File: src/rtl/tdm_sweep_scheduler.sv
// tdm_sweep_scheduler: issues one state-RAM read per cycle across all neurons,
// tracks each read through the fixed-latency core pipeline and emits the
// matching write-back strobe/address. Host runs N sweeps (or free-run) and
// may abort; in-flight entries always drain before done.
module tdm_sweep_scheduler #(
    parameter int neuron_count   = 500,
    parameter int pipeline_depth = 5,
    parameter int step_width     = 16,
    localparam int ptr_width     = $clog2(neuron_count)
) (
    input  logic                  clk,
    input  logic                  rst,
    input  logic                  start,
    input  logic                  abort,
    input  logic [step_width-1:0] num_steps,
    output logic                  busy,
    output logic                  done,
    output logic                  aborted,
    output logic [step_width-1:0] step_count,
    output logic                  rd_en,
    output logic [ptr_width-1:0]  rd_addr,
    output logic                  wr_en,
    output logic [ptr_width-1:0]  wr_addr,
    output logic                  sweep_start,
    output logic [1:0]            state
);

    typedef enum logic [1:0] {
        IDLE  = 2'd0,
        RUN   = 2'd1,
        DRAIN = 2'd2,
        DONE  = 2'd3
    } state_t;

    localparam logic [ptr_width-1:0] LAST_ADDR = ptr_width'(neuron_count - 1);

    state_t                                  cur, nxt;
    logic                                    rd_en_nxt;
    logic [ptr_width-1:0]                    rd_addr_nxt;
    logic [step_width-1:0]                   steps_lat;
    logic [step_width-1:0]                   issued_cnt;
    logic                                    abort_flag;
    logic                                    upstream_vld;
    // Last stage of the shift register is the write-back strobe itself.
    logic [pipeline_depth-1:0]               vld_pipe;
    logic [pipeline_depth-1:0][ptr_width-1:0] addr_pipe;

    assign state   = cur;
    assign wr_en   = vld_pipe[pipeline_depth-1];
    assign wr_addr = addr_pipe[pipeline_depth-1];

    // Any entry that will still be in flight after the next edge.
    always_comb begin
        upstream_vld = 1'b0;
        for (int i = 0; i < pipeline_depth - 1; i++)
            upstream_vld = upstream_vld | vld_pipe[i];
    end

    // Next-state and next read strobe/address.
    always_comb begin
        nxt         = cur;
        rd_en_nxt   = 1'b0;
        rd_addr_nxt = rd_addr;
        case (cur)
            IDLE: begin
                if (start && !abort) begin
                    nxt         = RUN;
                    rd_en_nxt   = 1'b1;
                    rd_addr_nxt = '0;
                end
            end
            RUN: begin
                if (abort) begin
                    nxt = DRAIN;
                end else if (steps_lat != '0 && rd_addr == LAST_ADDR &&
                             issued_cnt + step_width'(1) == steps_lat) begin
                    nxt = DRAIN;
                end else begin
                    rd_en_nxt   = 1'b1;
                    rd_addr_nxt = (rd_addr == LAST_ADDR) ? '0 : rd_addr + 1'b1;
                end
            end
            DRAIN: begin
                if (!upstream_vld && !rd_en)
                    nxt = DONE;
            end
            DONE: nxt = IDLE;
            default: nxt = IDLE;
        endcase
    end

    // State register, registered outputs, run counters and pipeline tracking.
    always_ff @(posedge clk or posedge rst) begin
        if (rst) begin
            cur         <= IDLE;
            rd_en       <= 1'b0;
            rd_addr     <= '0;
            sweep_start <= 1'b0;
            busy        <= 1'b0;
            done        <= 1'b0;
            aborted     <= 1'b0;
            abort_flag  <= 1'b0;
            step_count  <= '0;
            steps_lat   <= '0;
            issued_cnt  <= '0;
            vld_pipe    <= '0;
            addr_pipe   <= '0;
        end else begin
            cur         <= nxt;
            rd_en       <= rd_en_nxt;
            rd_addr     <= rd_addr_nxt;
            sweep_start <= rd_en_nxt && (rd_addr_nxt == '0);
            busy        <= (nxt == RUN) || (nxt == DRAIN);
            done        <= (nxt == DONE);

            vld_pipe[0]  <= rd_en;
            addr_pipe[0] <= rd_addr;
            for (int i = 1; i < pipeline_depth; i++) begin
                vld_pipe[i]  <= vld_pipe[i-1];
                addr_pipe[i] <= addr_pipe[i-1];
            end

            if (cur == IDLE && nxt == RUN) begin
                steps_lat  <= num_steps;
                step_count <= '0;
                issued_cnt <= '0;
                aborted    <= 1'b0;
                abort_flag <= 1'b0;
            end else begin
                if (rd_en && rd_addr == LAST_ADDR)
                    issued_cnt <= issued_cnt + 1'b1;
                if (wr_en && wr_addr == LAST_ADDR)
                    step_count <= step_count + 1'b1;
                if (cur == RUN && abort)
                    abort_flag <= 1'b1;
                if (nxt == DONE)
                    aborted <= abort_flag;
            end
        end
    end

endmodule

File: config.mk
export PLATFORM = sky130hd
export DESIGN_NAME = tdm_sweep_scheduler
export DESIGN_NICKNAME = d
export VERILOG_FILES = /design/src/rtl/tdm_sweep_scheduler.sv
export SDC_FILE = /design/constraint.sdc
export NUM_CORES = 1
export LEC_CHECK = 0
export ABC_CLOCK_PERIOD_IN_PS = 3940
export BUFFER_PORTS_ARGS = -buffer_cell sky130_fd_sc_hd__buf_2
export CAP_MARGIN = 10
export CORE_MARGIN = 3
export CORE_UTILIZATION = 30
export CTS_CLUSTER_SIZE = 25
export DETAILED_ROUTE_END_ITERATION = 6
export MAX_ROUTING_LAYER = met4
export PLACE_DENSITY = 0.44
export SETUP_SLACK_MARGIN = 0.5
export SKIP_CTS_REPAIR_TIMING = 1
export SYNTH_ARGS = -nofsm -noshare
export SYNTH_HDL_FRONTEND = slang
export SYNTH_SLANG_ARGS = --single-unit
File: constraint.sdc
create_clock -name clk -period 3.94 [get_ports clk]
set_clock_uncertainty 0.15 [all_clocks]
set_input_delay 0.197 -clock clk [delete_from_list [all_inputs] [get_ports clk]]
set_output_delay 0.197 -clock clk [all_outputs]
set_load 0.02 [all_outputs]
# Yosys cells after proc, flatten, opt, wreduce, memory -nomap -nowiden
# Cells that the tools add are included.
# op_classes
addsub	3
eq_ne	9
n_mux	22
n_bitwise	3
reduce_logical	20
# ops
cell	count
16-bit two-way mux	4
9-bit two-way mux	4
16-bit by 1-bit adder with 16-bit output (second input constant)	2
9-bit == test (second input constant)	2
9-bit one-hot mux with 2 select lines	1
16-bit == test	1
16-bit nonzero test	1
9-bit by 1-bit adder with 9-bit output (second input constant)	1
1-bit logical AND	9
9-bit logical NOT	1
2-bit == test (second input constant)	4
2-bit two-way mux	4
2-bit one-hot mux with 4 select lines	1
2-bit nonzero test	4
1-bit two-way mux	7
2-bit by 1-bit == test with 1-bit output (second input constant)	2
1-bit logical NOT	3
1-bit bitwise OR	3
2-bit logical NOT	1
1-bit one-hot mux with 2 select lines	1
1-bit logical OR	1
# totals
regBits	115
wordCells	74

# Logic depth before layout (Yosys ltp)
# depth
depth_word	10
ltp_mapped	17
ltp_nobuf	14

# Worst setup path before layout
# Ideal clock, no wire load.
# synth_path
kind	register to register
start	reg issued_cnt[1]
end	reg steps_lat[10]
setup_time_ns	0.125
t_arrival_ns	3.593
required_ns	3.665
slack_ns	0.072
stages_incl_launch_ff	17
synth_period_minus_slack_ns	3.868
cell_sequence	dfrtp_1 -> ha_1 -> buf_2 -> nand4_1 -> nor3_2 -> mux2_2 -> mux2i_1 -> a2111oi_0 -> and4_1 -> buf_6 -> a21o_2 -> o31ai_1 -> ha_1 -> nand2_1 -> nor2_1 -> clkbuf_1 -> mux2_2
# synth_via
elab_chain_len	8
# synth_lines
item	line_no	text
start: declaration	41	logic [step_width-1:0] issued_cnt;
start signal: assignment	131	issued_cnt <= issued_cnt + 1'b1;
16-bit by 1-bit adder with 16-bit output	76	issued_cnt + step_width'(1) == steps_lat) begin
16-bit == test	76	
1-bit logical AND	75	end else if (steps_lat != '0 && rd_addr == LAST_ADDR &&
2-bit two-way mux	75	
2-bit two-way mux	73	if (abort) begin
2-bit one-hot mux with 4 select lines	64	case (cur)
net nxt[0]	37	state_t cur, nxt;
2-bit by 1-bit == test with 1-bit output	123	if (cur == IDLE && nxt == RUN) begin
1-bit logical AND	123	
end signal: assignment	124	steps_lat <= num_steps;
end: declaration	40	logic [step_width-1:0] steps_lat;
# The timed path passes the listed nets, and every way through them passes these cells.
# A chain may end at the register's enable or synchronous reset.

# Final worst setup path
# layout_path
start	reg issued_cnt[8]
end	reg steps_lat[11]
# Same word-level chain as after synthesis.

==> run summary <==
Status: finished clean
Synth Flop Type: dfrtp_1
Skew-Pair Late Insertion Delay: 420 ps
Synth Register Bits: 115
Final worst slack: 601 ps
H-tree lvl count: 4
Worst-Margin Slew: 885 ps
CTS root buf: clkbuf_16
I/O pins: 62
Max cap viols: 0
Grt met2 use: 18.8%
Endpoints failing hold: 0
Async set-reset flop share out of synthesis: 100%
N_diodes: 0
Worst setup path class: reg -> reg
Final #Nets: 575
Core ar.: 16000 sq um
Pre-CTS setup slack: -52.2 ps
Gr ovfl total: 0
Avg Cell Area, Syn: 11.3 sq um
RSZ-0062 raised after global routing: no
Sink Count: 115
Storage element area: 2890 sq um
CP startpoint kind: register
Final period utilization: 84.8%
Pin count of the biggest net entering global routing: 74
First-pass GRT wire length: 18.8 mm
HP Class: reg -> reg
Via/cell ratio: 4.68
Register area share after synthesis: 58.4%
CP arrival: 3490 ps
Final setup viols: 0
Rel. slew slack: 41.0%
Width of the die: 134 microns
Residual DRC count: 0
Fillers: 1591
Crit Path Max Fanout: 5
Most used routing layer: met2
Synth warn: 0
Max clock buf depth: 2
Synth Net Count: 460
First-iteration detailed-routing DRC count: 156
Post-place instance area: 5570 sq um
CP Capture Type: register
Period minus WS final: 3340 ps
# rows: 46
Initial antenna violation count: 0
GRT Total Usage: 13.8%
Die area: 18000 sq um
Port bufs: 61
Synthesized area: 4930 sq um
CTS tree: yes
Initial Util: 30.8%
FF-to-FF setup slack: 600 ps
Power density cells: 625 nW/um^2
CTS buffer count: 17
Routed Antenna Nets: 0
Share of layout cells above drive strength 1: 34.6%
Total negative slack: 0 ps
WL/cell: 15.4 microns
Leakage: 3.05 nW
Drt first pass iters: 4
Area grow syn2layout: 34.9%
Die H: 134 microns
Synth cell types: 59
Critical path required time: 4090 ps
Achievable clock frequency: 299 MHz
Final Slew Violations: 0
Met1 Usage GRT: 18.7%
Multi-input logic area: 2050 sq um
Clk pin slew, worst setup/hold paths: 60 ps
Routability Congestion: 0.833
Mapped Cells: 435
Routed vias: 3649
Max VDD drop: 0.000298 V
Vias in the first global route: 3554
DRT Wirelength: 12.0 mm
EDFF count, synth: 0
Met3 usage: 4.05%
Fin area: 6650 sq um
Detailed placer's ending HPWL: 7.72 mm
## cell families after synthesis
group / Yosys count / share of synthesized area, %
muxes: 20 / 4.47
AOI/OAI and AO/OA: 53 / 7.23
and+or+nand+nor: 151 / 15.2
DFF: 115 / 58.4
xor gates and xnor gates: 51 / 9.21
buffers and inverters: 40 / 4.21
adders and majority gates: 5 / 1.27
## worst paths after layout
kind                            cells past startpoint                   endpoint                      start
worst max-delay path                               13  steps_lat[11]$_DFFE_PP0P_  issued_cnt[8]$_DFFE_PP0P_
max in group asynchronous                           4  issued_cnt[8]$_DFFE_PP0P_                        rst
worst min-delay path                                0    addr_pipe[17]$_DFF_PP0_     addr_pipe[8]$_DFF_PP0_
worst max register to register                     13  steps_lat[11]$_DFFE_PP0P_  issued_cnt[8]$_DFFE_PP0P_
worst min register to register                      0    addr_pipe[17]$_DFF_PP0_     addr_pipe[8]$_DFF_PP0_
min in group asynchronous                           3       wr_addr[6]$_DFF_PP0_                        rst
## routing by layer
metal  part of all wire [%]  wire (microns)
met5                      0               0
met4                    2.5             299
met3                    5.8             701
met2                     43            5180
met1                     48            5810
## cells in the final DEF (no fill, tap or decap), types with 3 or more instances in the layout
cell,Yosys,final
inv_1,10,9
nor2_4,0,4
nand3_1,15,14
xnor2_1,25,24
or3_1,4,4
nand2_1,29,27
clkinvlp_4,0,4
nor2_1,52,49
o21ai_0,11,9
clkbuf_16,0,18
a21oi_1,11,11
dfrtp_1,115,108
mux2_4,0,3
buf_6,1,4
mux2i_1,4,3
mux2_2,16,13
buf_4,12,37
xor2_1,25,25
o22ai_1,3,3
nand4_1,13,13
buf_2,3,61
inv_6,0,5
ha_1,5,3
a31oi_1,5,5
dlygate4sd3_1,0,18
nor3_1,10,9
nor4_2,2,4
dfrtp_2,0,7
nor4_1,6,3
## metrics by stage
stage / hold WS (ps) / std cells / power, W / util (%)
CTS: -182 / 740 / 0.00401 / 38.2
global route: 201 / 779 / 0.00440 / 41.6
finish: 193 / 779 / 0.00416 / 41.6
global placement: 182 / 708 / 0.00257 / 34.8
detailed placement: 185 / 708 / 0.00259 / 34.8
floorplan: 164 / 435 / 0.00231 / -
## state kept, by name, summed over array words and instances, names as in the netlist
register,flops
addr_pipe,36
issued_cnt,16
step_count,16
steps_lat,16
rd_addr,9
wr_addr,9
vld_pipe,5
state,2
abort_flag,1
aborted,1
busy,1
done,1
rd_en,1
sweep_start,1
## synthesized netlist by cell type, drive strengths merged (2+ instances only)
cell type / number / share of area, %
and4: 3 / 0.53
buf: 20 / 2.7
a2111oi: 2 / 0.36
nand2: 29 / 2.2
nor3: 11 / 1.2
or4: 2 / 0.30
and2: 2 / 0.25
mux2: 16 / 3.7
nor2: 52 / 4.0
nand3: 16 / 1.7
dfrtp: 115 / 58
o21a: 2 / 0.30
xnor2: 25 / 4.4
inv: 11 / 0.84
o31ai: 2 / 0.30
xor2: 26 / 4.8
mux2i: 4 / 0.81
or3: 4 / 0.51
a21o: 2 / 0.33
clkbuf: 9 / 0.71
a21oi: 11 / 1.1
nor3b: 2 / 0.30
o21ai: 11 / 1.1
or2: 4 / 0.51
nand4: 13 / 1.6
and3: 2 / 0.25
ha: 5 / 1.3
o22ai: 3 / 0.38
a31oi: 5 / 0.63
nor4: 8 / 1.3
## worst max-delay path, cell delays in order, from the launching register on
cell and delay (ps):
dfrtp_2 440, xor2_2 160, or4_4 490, nand3_2 80, a21oi_1 40, or3_1 350
and4_4 210, a21o_4 210, o31ai_4 60, ha_2 230, nand2_4 100, nor2_4 180
clkbuf_16 190, mux2_2 320
## report_power, final
group	internal, W	switching (W)	leakage (nW)
clock	0.000826	0.000569	0.257
combinational	0.000497	0.000554	1.27
sequential	0.00144	0.000268	1.53
## layout make-up
type	count	share of cell area, %
clock buffer	19	6.66
clock inverter	13	1.52
inverter	11	0.658
multi-input combinational	283	30.9
sequential	115	43.4
tap	216	4.06
timing repair buffer	122	12.8
Power figures use the tool's default switching activity.
